[src/rtl/load_store_unit_if.sv]
// rtl/load_store_unit_if.sv - data-memory valid/ready bus between the load/store unit and memory
interface load_store_unit_if;
    logic        mem_req;
    logic        mem_we;
    logic [31:0] mem_addr;
    logic [3:0]  mem_be;
    logic [31:0] mem_wdata;
    logic        mem_ready;
    logic        mem_rvalid;
    logic [31:0] mem_rdata;

    modport master (
        output mem_req,
        output mem_we,
        output mem_addr,
        output mem_be,
        output mem_wdata,
        input  mem_ready,
        input  mem_rvalid,
        input  mem_rdata
    );

    modport slave (
        input  mem_req,
        input  mem_we,
        input  mem_addr,
        input  mem_be,
        input  mem_wdata,
        output mem_ready,
        output mem_rvalid,
        output mem_rdata
    );
endinterface

[src/rtl/load_store_unit.sv]
// rtl/load_store_unit.sv - data-side memory stage: one bus transaction per load/store with stall, format and timeout
module load_store_unit #(
    parameter int TIMEOUT = 256
) (
    input  logic                clk,
    input  logic                reset,
    input  logic                req_valid,
    input  logic                req_write,
    input  logic [2:0]          req_funct3,
    input  logic [31:0]         req_addr,
    input  logic [31:0]         req_wdata,
    output logic                stall,
    output logic [31:0]         load_data,
    output logic                load_valid,
    output logic                misaligned,
    output logic                bus_error,
    load_store_unit_if.master   mem
);

    localparam int CW = $clog2(TIMEOUT + 1);
    localparam logic [CW-1:0] LAST_COUNT = CW'(TIMEOUT - 1);

    typedef enum logic [1:0] {
        IDLE = 2'd0,
        REQ  = 2'd1,
        RESP = 2'd2,
        DONE = 2'd3
    } state_t;

    state_t         state;
    logic [CW-1:0]  count;
    logic [1:0]     lat_lane;
    logic [2:0]     lat_funct3;
    logic           lat_write;

    logic           req_illegal;
    logic           req_misaligned;
    logic [3:0]     next_be;
    logic [31:0]    next_wdata;
    logic [31:0]    lane_word;
    logic [31:0]    formatted;
    logic           timeout_hit;

    // Reset forces the core free immediately, even while it still holds req_valid.
    assign stall = !reset && ((state == IDLE && req_valid) || state == REQ || state == RESP);

    // The counter can pass TIMEOUT-1 only when a load is accepted on the last REQ cycle; >= still ends it.
    assign timeout_hit = (count >= LAST_COUNT);

    // Legality, byte enables and lane-replicated store data for the incoming request.
    always_comb begin
        req_illegal    = (req_funct3 == 3'b011) || (req_funct3[2:1] == 2'b11) ||
                         (req_write && req_funct3[2]);
        req_misaligned = ((req_funct3[1:0] == 2'b01) && req_addr[0]) ||
                         ((req_funct3[1:0] == 2'b10) && (req_addr[1:0] != 2'b00));
        next_be    = 4'b1111;
        next_wdata = req_wdata;
        case (req_funct3[1:0])
            2'b00: begin
                next_be    = 4'b0001 << req_addr[1:0];
                next_wdata = {4{req_wdata[7:0]}};
            end
            2'b01: begin
                next_be    = 4'b0011 << {req_addr[1], 1'b0};
                next_wdata = {2{req_wdata[15:0]}};
            end
            default: begin
                next_be    = 4'b1111;
                next_wdata = req_wdata;
            end
        endcase
    end

    // Select the addressed lane of the read word and sign/zero-extend it.
    always_comb begin
        lane_word = mem.mem_rdata >> {lat_lane, 3'b000};
        case (lat_funct3)
            3'b000:  formatted = {{24{lane_word[7]}}, lane_word[7:0]};
            3'b001:  formatted = {{16{lane_word[15]}}, lane_word[15:0]};
            3'b100:  formatted = {24'd0, lane_word[7:0]};
            3'b101:  formatted = {16'd0, lane_word[15:0]};
            default: formatted = mem.mem_rdata;
        endcase
    end

    // Transaction FSM with registered bus fields and one-cycle result pulses shown in DONE.
    always_ff @(posedge clk or posedge reset) begin
        if (reset) begin
            state         <= IDLE;
            count         <= '0;
            lat_lane      <= 2'b00;
            lat_funct3    <= 3'b000;
            lat_write     <= 1'b0;
            load_data     <= 32'd0;
            load_valid    <= 1'b0;
            misaligned    <= 1'b0;
            bus_error     <= 1'b0;
            mem.mem_req   <= 1'b0;
            mem.mem_we    <= 1'b0;
            mem.mem_addr  <= 32'd0;
            mem.mem_be    <= 4'd0;
            mem.mem_wdata <= 32'd0;
        end else begin
            load_valid <= 1'b0;
            misaligned <= 1'b0;
            bus_error  <= 1'b0;
            case (state)
                IDLE: begin
                    count <= '0;
                    if (req_valid) begin
                        if (req_illegal || req_misaligned) begin
                            misaligned <= 1'b1;
                            state      <= DONE;
                        end else begin
                            lat_lane      <= req_addr[1:0];
                            lat_funct3    <= req_funct3;
                            lat_write     <= req_write;
                            mem.mem_req   <= 1'b1;
                            mem.mem_we    <= req_write;
                            mem.mem_addr  <= {req_addr[31:2], 2'b00};
                            mem.mem_be    <= next_be;
                            mem.mem_wdata <= next_wdata;
                            state         <= REQ;
                        end
                    end
                end
                REQ: begin
                    count <= count + 1'b1;
                    if (mem.mem_ready || timeout_hit) begin
                        mem.mem_req   <= 1'b0;
                        mem.mem_we    <= 1'b0;
                        mem.mem_addr  <= 32'd0;
                        mem.mem_be    <= 4'd0;
                        mem.mem_wdata <= 32'd0;
                    end
                    if (mem.mem_ready) begin
                        state <= lat_write ? DONE : RESP;
                    end else if (timeout_hit) begin
                        bus_error <= 1'b1;
                        load_data <= 32'd0;
                        state     <= DONE;
                    end
                end
                RESP: begin
                    count <= count + 1'b1;
                    if (mem.mem_rvalid) begin
                        load_data  <= formatted;
                        load_valid <= 1'b1;
                        state      <= DONE;
                    end else if (timeout_hit) begin
                        bus_error <= 1'b1;
                        load_data <= 32'd0;
                        state     <= DONE;
                    end
                end
                default: begin
                    state <= IDLE;
                end
            endcase
        end
    end

endmodule

[src/flat_wrapper.sv]
// flat-port wrapper written by rule: the top's interface ports become plain ports
module load_store_unit_flat 
#(
    parameter int TIMEOUT = 256
)
  (clk, reset, req_valid, req_write, req_funct3, req_addr, req_wdata, stall, load_data, load_valid, misaligned, bus_error, mem_mem_req, mem_mem_we, mem_mem_addr, mem_mem_be, mem_mem_wdata, mem_mem_ready, mem_mem_rvalid, mem_mem_rdata);
  load_store_unit_if mem_i ();
  input  logic clk;
  input  logic reset;
  input  logic req_valid;
  input  logic req_write;
  input  logic [2:0] req_funct3;
  input  logic [31:0] req_addr;
  input  logic [31:0] req_wdata;
  output logic stall;
  output logic [31:0] load_data;
  output logic load_valid;
  output logic misaligned;
  output logic bus_error;
  output wire logic [$bits(mem_i.mem_req)-1:0] mem_mem_req;
  output wire logic [$bits(mem_i.mem_we)-1:0] mem_mem_we;
  output wire logic [$bits(mem_i.mem_addr)-1:0] mem_mem_addr;
  output wire logic [$bits(mem_i.mem_be)-1:0] mem_mem_be;
  output wire logic [$bits(mem_i.mem_wdata)-1:0] mem_mem_wdata;
  input wire logic [$bits(mem_i.mem_ready)-1:0] mem_mem_ready;
  input wire logic [$bits(mem_i.mem_rvalid)-1:0] mem_mem_rvalid;
  input wire logic [$bits(mem_i.mem_rdata)-1:0] mem_mem_rdata;
  assign mem_mem_req = mem_i.mem_req;
  assign mem_mem_we = mem_i.mem_we;
  assign mem_mem_addr = mem_i.mem_addr;
  assign mem_mem_be = mem_i.mem_be;
  assign mem_mem_wdata = mem_i.mem_wdata;
  assign mem_i.mem_ready = mem_mem_ready;
  assign mem_i.mem_rvalid = mem_mem_rvalid;
  assign mem_i.mem_rdata = mem_mem_rdata;
  load_store_unit #(.TIMEOUT(TIMEOUT)) u_core (.clk(clk), .reset(reset), .req_valid(req_valid), .req_write(req_write), .req_funct3(req_funct3), .req_addr(req_addr), .req_wdata(req_wdata), .stall(stall), .load_data(load_data), .load_valid(load_valid), .misaligned(misaligned), .bus_error(bus_error), .mem(mem_i));
endmodule
[config.mk]
export PLATFORM = sky130hd
export DESIGN_NAME = load_store_unit_flat
export DESIGN_NICKNAME = d
export VERILOG_FILES = /design/src/rtl/load_store_unit_if.sv /design/src/rtl/load_store_unit.sv /design/src/flat_wrapper.sv
export SDC_FILE = /design/constraint.sdc
export NUM_CORES = 1
export LEC_CHECK = 0
export CAP_MARGIN = 5
export CORE_MARGIN = 5
export CORE_UTILIZATION = 45
export DETAILED_ROUTE_END_ITERATION = 7
export GPL_TIMING_DRIVEN = 1
export PLACE_DENSITY = 0.84
export SKIP_LAST_GASP = 1
export SYNTH_ARGS = -nofsm -noshare
export SYNTH_HDL_FRONTEND = slang
export SYNTH_SLANG_ARGS = --single-unit
[constraint.sdc]
create_clock -name clk -period 5.8 [get_ports clk]
set_clock_uncertainty 0.2 [all_clocks]
set_input_delay 1.74 -clock clk [delete_from_list [all_inputs] [get_ports clk]]
set_output_delay 1.74 -clock clk [all_outputs]
set_load 0.02 [all_outputs]
==> metrics.cfg <==
[routing]
wl_per_cell_um = 19.8
drc = 0
post_drt_via_cell_ratio = 5.65
drt-initial-drc-count = 391
postRouteAntennaNets = 0
firstDrtPassIters = 5
routed_wirelength_mm = 17.0
dr_total_vias = 4858

[timing]
setup_tns_ns = 0
finalSetupViolCount = 0
max_freq_ghz = 0.196
hold_viol = 0
rsz0062_at_grt = false
whs_ns = 0.291
fin_crit_sh = 0.878
min_period_ns = 5.09
slew_headroom = 0.287
worstMarginPinSlew_ns = 1.07
final_max_slew_viol_count = 0

[global_route]
grt_max_degree = 56
track_usage = 0.238
grt_pass1_wl_mm = 27.6
overflow = 0
grt_pass1_vias = 5298
grt_antenna_before_repair = 0

[final_layout]
layoutNonFillerInstCount = 860
syn_to_final_growth_pct = 50.1
num-nets-final = 791
n_fill_cell = 875
stdcell_area_um2 = 8390
antennaDiodeCount = 0
drive_above_1_share = 0.0824

[die]
start_util = 0.461
num_io_pins = 211
rows = 40
die_h_um = 121
coreArea_um2 = 12100
fp.dieW_um = 121
die-area_um2 = 14700

[cts]
cts.clk_slew.worst_paths_ns = 0.05
cts_buffer_depth = 2
numCtsBuffers = 17
cts.sinks = 120
ctsHoldBuffers = 0
htree_levels = 4
cts_tree = done
root_buffer = clkbuf_16
postCtsResizedCells = 0
clk_latency_ns = 0.41
post_cts_buffers = 0

[min_path]
hp-class = reg2reg

[critical_path]
path_class = in2out
cpLargestDelayFamily = buffers and inverters
crit_path_max_incr_delay_ns = 0.61
slowest_stage = clkdlybuf4s50_1
startpoint_type = primary input
cp_num_buf_inv = 2
critPathMaxFanout = 5
required_ns = 3.86
crit_path_frequent_cell = clkdlybuf4s50_1
critPathArrivalTime_ns = 3.15
end_kind = output pin
crit_chain = clkdlybuf4s50_1 -> nand2_1 -> a21oi_1 -> clkdlybuf4s50_1

[yosys]
ys_seq_area_frac = 0.537
synth_edf_count = 0
synth.distinct_cells = 50
ys_warn_count = 0
synthFlopType = dfrtp_1
syn_area_um2 = 5590
syn_inst = 482
avgSynthCellArea_um2 = 11.6
async_flop_share = 1.00
ys_ff_latch = 120

[pwr]
p_total_uw = 4420
peakVddDrop_uv = 303
cellLeakagePower_uw = 0.00366
p_per_area_nw_per_um2 = 527

[placed_design]
io_buffers = 208
place_congestion = 0.845
placed_cell_area_um2 = 7780
dpl.cell_count = 828
place_hpwl_mm = 12.2

[status]
status = finished clean

[flow_run]
drv_cap = 0

[cells in the final DEF, fill, tap and decap left out, drive strengths merged, types with 2 or more instances in the layout]
master | synthesis | routed
a211oi | 3 | 3
a21boi | 2 | 2
a21o | 3 | 3
a21oi | 6 | 6
a221o | 18 | 18
a22o | 50 | 50
a22oi | 9 | 9
a2bb2oi | 7 | 7
a311oi | 2 | 2
and3 | 3 | 3
buf | 17 | 9
bufinv | 0 | 3
clkbuf | 23 | 23
clkdlybuf4s50 | 0 | 208
clkinv | 0 | 6
conb | 1 | 2
dfrtp | 120 | 120
ha | 7 | 7
inv | 23 | 23
mux2 | 8 | 8
mux2i | 33 | 33
nand2 | 22 | 22
nand2b | 6 | 6
nand3 | 4 | 4
nor2 | 16 | 16
nor2b | 7 | 7
o211ai | 8 | 8
o21ai | 29 | 29
o221ai | 6 | 6
o2bb2ai | 26 | 26
o31ai | 3 | 3
or2 | 2 | 2
or4 | 2 | 2
[kinds of logic after synthesis]
family                   after synthesis  share of synthesized area
AND/OR/NAND/NOR                       70                     0.0636
other                                  1                   0.000671
buffers and inverters                 63                     0.0497
multiplexers                          41                     0.0752
adder cells (fa/ha/maj)                7                     0.0157
AO/OA/AOI/OAI                        180                      0.258
flip-flops                           120                      0.537
[path summary, 6_finish.rpt]
check	slack, ns	from	end	depth (start not counted)
worst max-delay path	0.71	req_valid	stall	4
worst min-delay path	0.29	u_core.mem.mem_wdata[15]	u_core.mem.mem_wdata[15]	1
worst max register to register	2.25	u_core.count[0]	u_core.mem.mem_wdata[14]	8
worst min register to register	0.29	u_core.mem.mem_wdata[15]	u_core.mem.mem_wdata[15]	1
max in group asynchronous	2.90	reset	u_core.load_data[25]	3
min in group asynchronous	1.61	reset	u_core.mem.mem_wdata[17]	2
[layer usage]
metal  part of all wire  vias to the layer above  track usage
li1                   -                     2230            -
met1               0.40                     2402        0.276
met2               0.50                      204        0.403
met3              0.093                       22       0.0960
met4              0.013                        0       0.0749
met5                  0                        -            0
[cell usage after synthesis (2+ instances only)]
master,instances,share of area
a221o_1,18,0.032
a21boi_0,2,0.0027
o2bb2ai_1,26,0.041
buf_4,2,0.0027
a311oi_1,2,0.0031
o31ai_1,3,0.0040
o211ai_1,8,0.011
nand3_1,4,0.0036
buf_2,9,0.0081
or2_2,2,0.0022
buf_6,3,0.0060
mux2i_1,33,0.059
nand2b_1,6,0.0067
ha_1,7,0.016
nand2_1,22,0.015
and3_1,3,0.0034
a22o_1,50,0.078
mux2_2,8,0.016
a211oi_1,3,0.0040
nor2b_1,7,0.0078
clkbuf_1,23,0.015
inv_1,23,0.015
o21ai_0,29,0.026
a21o_1,3,0.0040
a2bb2oi_1,7,0.011
dfrtp_1,120,0.54
buf_1,3,0.0020
o221ai_1,6,0.0094
a21oi_1,6,0.0054
a22oi_1,9,0.012
nor2_1,16,0.011
[flip-flops by register name, summed over array words and instances (netlist names)]
| signal | flops |
|---|---|
| u_core.load_data | 32 |
| u_core.mem.mem_wdata | 32 |
| u_core.mem.mem_addr | 30 |
| u_core.count | 9 |
| u_core.mem.mem_be | 4 |
| u_core.lat_funct3 | 3 |
| u_core.lat_lane | 2 |
| u_core.state | 2 |
| u_core.bus_error | 1 |
| u_core.lat_write | 1 |
| u_core.load_valid | 1 |
| u_core.mem.mem_req | 1 |
| u_core.mem.mem_we | 1 |
| u_core.misaligned | 1 |
[final cells by class]
type | instances | area [µm²] | share of cell area
Sequential cell | 120 | 3000 | 0.358
Multi-Input combinational cell | 300 | 2330 | 0.278
Timing Repair Buffer | 217 | 2150 | 0.256
Clock buffer | 23 | 488 | 0.0582
Tap cell | 168 | 210 | 0.0251
Clock inverter | 9 | 120 | 0.0143
Inverter | 23 | 88.8 | 0.0106
[worst register-to-register path: stages (launching register included)]
cell and delay, ns:
dfrtp_1 0.42, ha_1 0.26, and3_1 0.21, and3_1 0.19
ha_1 0.21, a311oi_1 0.57, a22o_2 0.81, buf_4 0.43
o2bb2ai_1 0.16
[through the flow]
stage,util,setup slack [ns]
5_1_grt,0.693,0.624
3_3_place_gp,0.642,0.715
6_report,0.693,0.710
3_5_place_dp,0.642,0.719
2_1_floorplan,-,0.674
4_1_cts,0.693,0.700
[report_power, final]
group	switching (µW)	internal [µW]	total (µW)
Sequential	260	1150	1410
Clock	373	716	1090
Combinational	971	950	1920
Note: power is estimated with default switching activity, not from simulation.
